## src/rtl/conv3x3_sequencer.sv

```systemverilog
// Sequencer for a 3x3 convolution: walks every window of an IMG_W x IMG_H map in raster
// order, issues 9 pixel/weight reads per window and hands the captured sum downstream.
module conv3x3_sequencer #(
    parameter int IMG_W  = 8,
    parameter int IMG_H  = 8,
    parameter int ADDR_W = 8
) (
    input  logic              clk,
    input  logic              rst,
    input  logic              start,
    output logic              busy,
    output logic              done,
    output logic              rd_en,
    output logic [ADDR_W-1:0] pix_addr,
    output logic [3:0]        wgt_addr,
    output logic              mac_valid,
    output logic              acc_clr,
    input  logic [7:0]        acc_out,
    output logic              out_valid,
    input  logic              out_ready,
    output logic [7:0]        out_data,
    output logic [2:0]        dbg_state
);

    // Result handshake: a transfer happens on a rising edge where out_valid && out_ready;
    // once raised, out_valid and out_data hold unchanged until that transfer.
    typedef enum logic [2:0] {
        S_IDLE,
        S_ISSUE,
        S_FLUSH,
        S_CAPTURE,
        S_OUT
    } state_t;

    state_t      r_state;
    state_t      w_next;
    logic [3:0]  r_row;
    logic [3:0]  r_col;
    logic [3:0]  r_tap;
    logic [1:0]  r_trow;
    logic [1:0]  r_tcol;
    logic        r_first;
    logic        r_mac_valid;
    logic [7:0]  r_out_data;

    logic              w_last_col;
    logic              w_last_win;
    logic              w_hs;
    logic [ADDR_W-1:0] w_addr;

    assign w_last_col = (r_col == 4'(IMG_W - 3));
    assign w_last_win = w_last_col && (r_row == 4'(IMG_H - 3));
    assign w_hs       = (r_state == S_OUT) && out_ready;

    // Tap row/column are tracked as separate counters so no divider is needed.
    assign w_addr = (ADDR_W'(r_row) + ADDR_W'(r_trow)) * ADDR_W'(IMG_W)
                  + ADDR_W'(r_col) + ADDR_W'(r_tcol);

    always_comb begin
        w_next    = r_state;
        busy      = 1'b0;
        rd_en     = 1'b0;
        acc_clr   = 1'b0;
        out_valid = 1'b0;
        done      = 1'b0;
        pix_addr  = '0;
        wgt_addr  = 4'd0;
        case (r_state)
            S_IDLE: begin
                if (start) w_next = S_ISSUE;
            end
            S_ISSUE: begin
                busy     = 1'b1;
                rd_en    = 1'b1;
                acc_clr  = r_first;
                pix_addr = w_addr;
                wgt_addr = r_tap;
                if (r_tap == 4'd8) w_next = S_FLUSH;
            end
            S_FLUSH: begin
                busy   = 1'b1;
                w_next = S_CAPTURE;
            end
            S_CAPTURE: begin
                busy   = 1'b1;
                w_next = S_OUT;
            end
            S_OUT: begin
                busy      = 1'b1;
                out_valid = 1'b1;
                done      = w_hs && w_last_win;
                if (out_ready) w_next = w_last_win ? S_IDLE : S_ISSUE;
            end
            default: w_next = S_IDLE;
        endcase
    end

    always_ff @(posedge clk or posedge rst) begin
        if (rst) begin
            r_state     <= S_IDLE;
            r_row       <= 4'd0;
            r_col       <= 4'd0;
            r_tap       <= 4'd0;
            r_trow      <= 2'd0;
            r_tcol      <= 2'd0;
            r_first     <= 1'b0;
            r_mac_valid <= 1'b0;
            r_out_data  <= 8'd0;
        end else begin
            r_state     <= w_next;
            r_mac_valid <= rd_en;
            case (r_state)
                S_IDLE: begin
                    if (start) begin
                        r_row   <= 4'd0;
                        r_col   <= 4'd0;
                        r_tap   <= 4'd0;
                        r_trow  <= 2'd0;
                        r_tcol  <= 2'd0;
                        r_first <= 1'b1;
                    end
                end
                S_ISSUE: begin
                    r_first <= 1'b0;
                    if (r_tap == 4'd8) begin
                        r_tap  <= 4'd0;
                        r_trow <= 2'd0;
                        r_tcol <= 2'd0;
                    end else begin
                        r_tap <= r_tap + 4'd1;
                        if (r_tcol == 2'd2) begin
                            r_tcol <= 2'd0;
                            r_trow <= r_trow + 2'd1;
                        end else begin
                            r_tcol <= r_tcol + 2'd1;
                        end
                    end
                end
                S_CAPTURE: r_out_data <= acc_out;
                S_OUT: begin
                    if (out_ready) begin
                        if (w_last_win) begin
                            r_row <= 4'd0;
                            r_col <= 4'd0;
                        end else if (w_last_col) begin
                            r_col <= 4'd0;
                            r_row <= r_row + 4'd1;
                        end else begin
                            r_col <= r_col + 4'd1;
                        end
                    end
                end
                default: ;
            endcase
        end
    end

    assign mac_valid = r_mac_valid;
    assign out_data  = r_out_data;
    assign dbg_state = r_state;

endmodule

```

## config.mk

```make
export PLATFORM = sky130hd
export DESIGN_NAME = conv3x3_sequencer
export DESIGN_NICKNAME = d
export VERILOG_FILES = /design/src/rtl/conv3x3_sequencer.sv
export SDC_FILE = /design/constraint.sdc
export NUM_CORES = 1
export LEC_CHECK = 0
export ABC_CLOCK_PERIOD_IN_PS = 2100
export BUFFER_PORTS_ARGS = -buffer_cell sky130_fd_sc_hd__buf_2
export CAP_MARGIN = 40
export CORE_ASPECT_RATIO = 0.8
export CORE_MARGIN = 1
export CORE_UTILIZATION = 28
export CTS_BUF_LIST = sky130_fd_sc_hd__clkbuf_4 sky130_fd_sc_hd__clkbuf_8 sky130_fd_sc_hd__clkbuf_16
export DETAILED_ROUTE_END_ITERATION = 7
export GPL_TIMING_DRIVEN = 0
export PLACE_DENSITY = 0.5
export REMOVE_ABC_BUFFERS = 1
export SLEW_MARGIN = 0
export SYNTH_ARGS = -nofsm -noshare
export SYNTH_HDL_FRONTEND = slang
export SYNTH_SLANG_ARGS = --single-unit
```

## constraint.sdc

```tcl
create_clock -name clk -period 2.1 [get_ports clk]
set_input_delay 0.42 -clock clk [delete_from_list [all_inputs] [get_ports clk]]
set_output_delay 0.42 -clock clk [all_outputs]
set_load 0.005 [all_outputs]
```

==> out/results.md <==
* 0.481 mV — Max VDD drop
* 0 — max-slew violation count
* primary input to async pin — class of the tightest hold or removal check
* 100% — proportion of register bits with asynchronous set or reset after synthesis
* 13.3 um — routed wirelength normalized by instance count
* flop — startpoint class of the critical path
* 0.00108 sq mm — area of the multi-input gates
* 41.5% — sequential-to-total area share from yosys stat
* 13.3% — synthesized-area fraction occupied by ao, oa, aoi and oai cells
* 0 — total of max-cap violations
* 4.59 — post-DR vias/cell
* 0.00973 ns — skew final
* -0.327 ns — Worst Setup Slack, final
* output port — crit end category
* 734 sq um — area taken by flip-flops and latches
* 176 — count of mapped cells out of synthesis
* 29 — TritonCTS sink count
* adder cells — largest delay contributor family on the critical path
* 5.01% — Post-Synth XOR/XNOR Area
* 2.95 mm — post-DP HPWL
* 74 — initial detailed-routing violation count
* 1,478 — total number of vias
* 0.00248 sq mm — post-route cell area
* 2.43 ns — final worst path period need
* 90.3 um — Die X-Extent
* 6.95% — portion of netlist area occupied by mux cells
* 0 — number of synthesis warnings
* 0 — number of DRC violations after detailed routing
* 19.3% — synthesized-area fraction occupied by and/or/nand/nor cells
* r_col[1] — startpoint of the lowest-slack register-to-register path
* 322 — Finished Layout Cells
* 2 — worst-case clock buffer depth
* 0.135 ns — hold slack
* 9.92 sq um — syn avg cell area
* -0.331 ns — Place WS
* built — CTS tree
* 0.725 — routability congestion estimate
* 0 — sum of overflow across all layers after global routing
* 293 — cell count after placement
* 0 — Final Hold Fails
* 41 — I/O pins
* negative setup slack — violations in the final reports
* fa_2 — slowest CP cell
* 10.2% — area share of fa/ha/maj cells after synthesis
* 7 — worst-case reg-to-reg path depth
* 2 — H-tree Lvls
* 45.2% — layout cell share with drive strength beyond 1
* flop to output port — start-to-end type of the worst setup path
* 0.47 ns — stage delay of the slowest cell on the critical path
* 25 — standard-cell rows
* 116% — share of the clock period used by the worst path after layout
* 0.722 ns — transition at the pin with the smallest max-transition slack
* 1.18 nW — standby leakage power
* 0 — antenna violations before repair
* 44 — number of distinct library cells after synthesis
* 41.5% — share of the core filled with cells in the final layout
* 2.82 mW — Final Total Pwr
* 0.00175 sq mm — Netlist Area Pre-Place
* 13.4% — GRT Overall Usage
* -1.27 ns — accumulated negative setup slack
* 0.00597 sq mm — placeable core area
* r_row[3] — endpoint of the worst-slack reg-to-reg timing path
* clkbuf_8 — cell at the root of the clock tree
* 21 — maximum number of pins on one net before global-route repair
* 1.68 ns — Worst Path Required
* 2.01 ns — Arrival @ worst endpoint
* 29 — flip-flop and latch count after synthesis
* ha_4, inv_2, fa_2, nor3_4, nand4_1, a21oi_1, buf_2 — sequence of cells on the critical path
* 40 — # port buffers
* 4 — first drt pass iteration count
* complete, but fails checks — status
* 29.2% — Starting Density
* yes — setup repair after global routing missed its margin
* 6.78 mm — global-route wire length before repair
* 4.28 mm — Detailed Route WL
* 72.6 um — die extent in y
* 0.00656 sq mm — overall die area
* 0.07 ns — clock transition at the registers of the reported paths
* 265 — Final nets
* 613 — total of fill cells in the finished design
* 1,371 — vias in the first global route
* 0 — number of nets with antenna violations after routing
* 3 — largest fanout on the critical path
* 5 — TritonCTS Buffers
* 0 — number of flops mapped to enable cells by yosys
* 4 — final setup vio count
* 2 — buffer and inverter count on the worst path
* 51.4% — max-slew headroom at the worst pin
* 412 MHz — achievable frequency
* dfrtp_1 — Most used DFF post-synth
* 0.11 ns — Register-to-Register Setup Slack
* 1140 mW/mm^2 — pwr dens
* simple AND/OR/NAND/NOR gates — combinational family with the most area after synthesis
* 0.29 ns — worst-skew pair later-pin latency
* 0 — total inserted antenna cells
* 0.00205 sq mm — Placed Instance Area
* 42.1% — synth-to-layout area growth
-- registers in the layout (all words and copies together), names as in the netlist --
register   cells
mac_valid      1
r_tap          4
r_row          4
r_tcol         2
out_data       8
r_col          4
dbg_state      3
r_first        1
r_trow         2
-- final cells by class --
| type | count | area share, % |
|---|---|---|
| inverters | 10 | 1.71 |
| repair buffers | 63 | 16.2 |
| multi-input cells | 131 | 43.6 |
| well taps | 81 | 4.08 |
| clock inverters | 2 | 1.51 |
| clock buffers | 6 | 3.33 |
| flip-flops and latches | 29 | 29.6 |
-- cells in the mapped netlist, drive strengths merged, types with 2 or more instances --
| cell type | instances | share of area (%) |
|---|---|---|
| fa | 2 | 2.3 |
| dfrtp | 29 | 42 |
| nor2b | 2 | 0.72 |
| nand3b | 4 | 2.4 |
| mux2i | 2 | 1.1 |
| a21oi | 7 | 2.0 |
| clkbuf | 3 | 0.64 |
| buf | 3 | 1.0 |
| and2 | 6 | 2.1 |
| o31ai | 3 | 1.6 |
| inv | 10 | 2.1 |
| and3 | 3 | 1.1 |
| xnor2 | 6 | 3.0 |
| o2bb2ai | 3 | 1.5 |
| nor2 | 14 | 3.0 |
| nor3 | 3 | 0.86 |
| mux2 | 9 | 5.8 |
| nand3 | 5 | 1.4 |
| nand4 | 2 | 0.72 |
| ha | 11 | 7.9 |
| xor2 | 4 | 2.0 |
| nand2b | 4 | 1.4 |
| o21ai | 11 | 3.2 |
| nand2 | 14 | 3.0 |
-- report_power, final --
group / internal, mW / switching [mW]
clock: 0.385 / 0.224
combinational: 0.682 / 0.618
sequential: 0.754 / 0.156
-- worst register-to-register path, stage by stage, from the launching register on --
cell and delay [ns]:
dfrtp_2 0.46, buf_6 0.14, inv_4 0.05, ha_4 0.12, nand3b_4 0.10, a2111o_1 0.44, or3_4 0.38, o31ai_2 0.22
-- how the worst max path moves through the flow --
stage / start / endpoint / depth (start not counted)
2_1_floorplan: r_row[0] / pix_addr[7] / 6
3_3_place_gp: r_row[0] / pix_addr[7] / 7
3_5_place_dp: r_row[0] / pix_addr[7] / 7
4_1_cts: r_row[0] / pix_addr[7] / 7
5_1_grt: r_row[0] / pix_addr[7] / 7
6_report: r_row[0] / pix_addr[7] / 7
-- cell usage in the layout, fill, tap and decap left out, types with 3 or more instances in the layout --
master	n
o2bb2ai_1	3
xnor2_1	5
and2_1	6
nand2_1	14
a21oi_1	6
ha_4	4
inv_1	7
buf_2	39
nand3b_1	3
nand2b_1	4
ha_1	6
nor2_1	13
buf_4	16
clkbuf_8	6
dfrtp_2	7
o21ai_0	11
nand3_1	5
buf_6	4
dfrtp_1	22
mux2_2	9
xor2_1	4
-- repair_timing --
item	4_1_cts	5_1_grt
buffers inserted	11	11
endpoints found under the setup margin	16	14
pin swaps	11	5
resized for setup	26	13
gates cloned	0	0
hold buffers	0	0
-- routing by layer --
metal | vias to the layer above | track usage [%] | part of all wire, %
li1 | 744 | - | -
met2 | 34 | 20.7 | 44
met3 | 8 | 4.27 | 4.7
met1 | 692 | 18.3 | 50
met5 | - | 0 | 0
met4 | 0 | 3.76 | 0.89
-- logic make-up after synthesis --
logic type | count (synthesis)
and+or+nand+nor | 62
AOI/OAI and AO/OA | 35
DFF | 29
buffers and inverters | 16
adders and majority gates | 13
muxes | 11
xor gates and xnor gates | 10
Power figures use the tool's default switching activity.
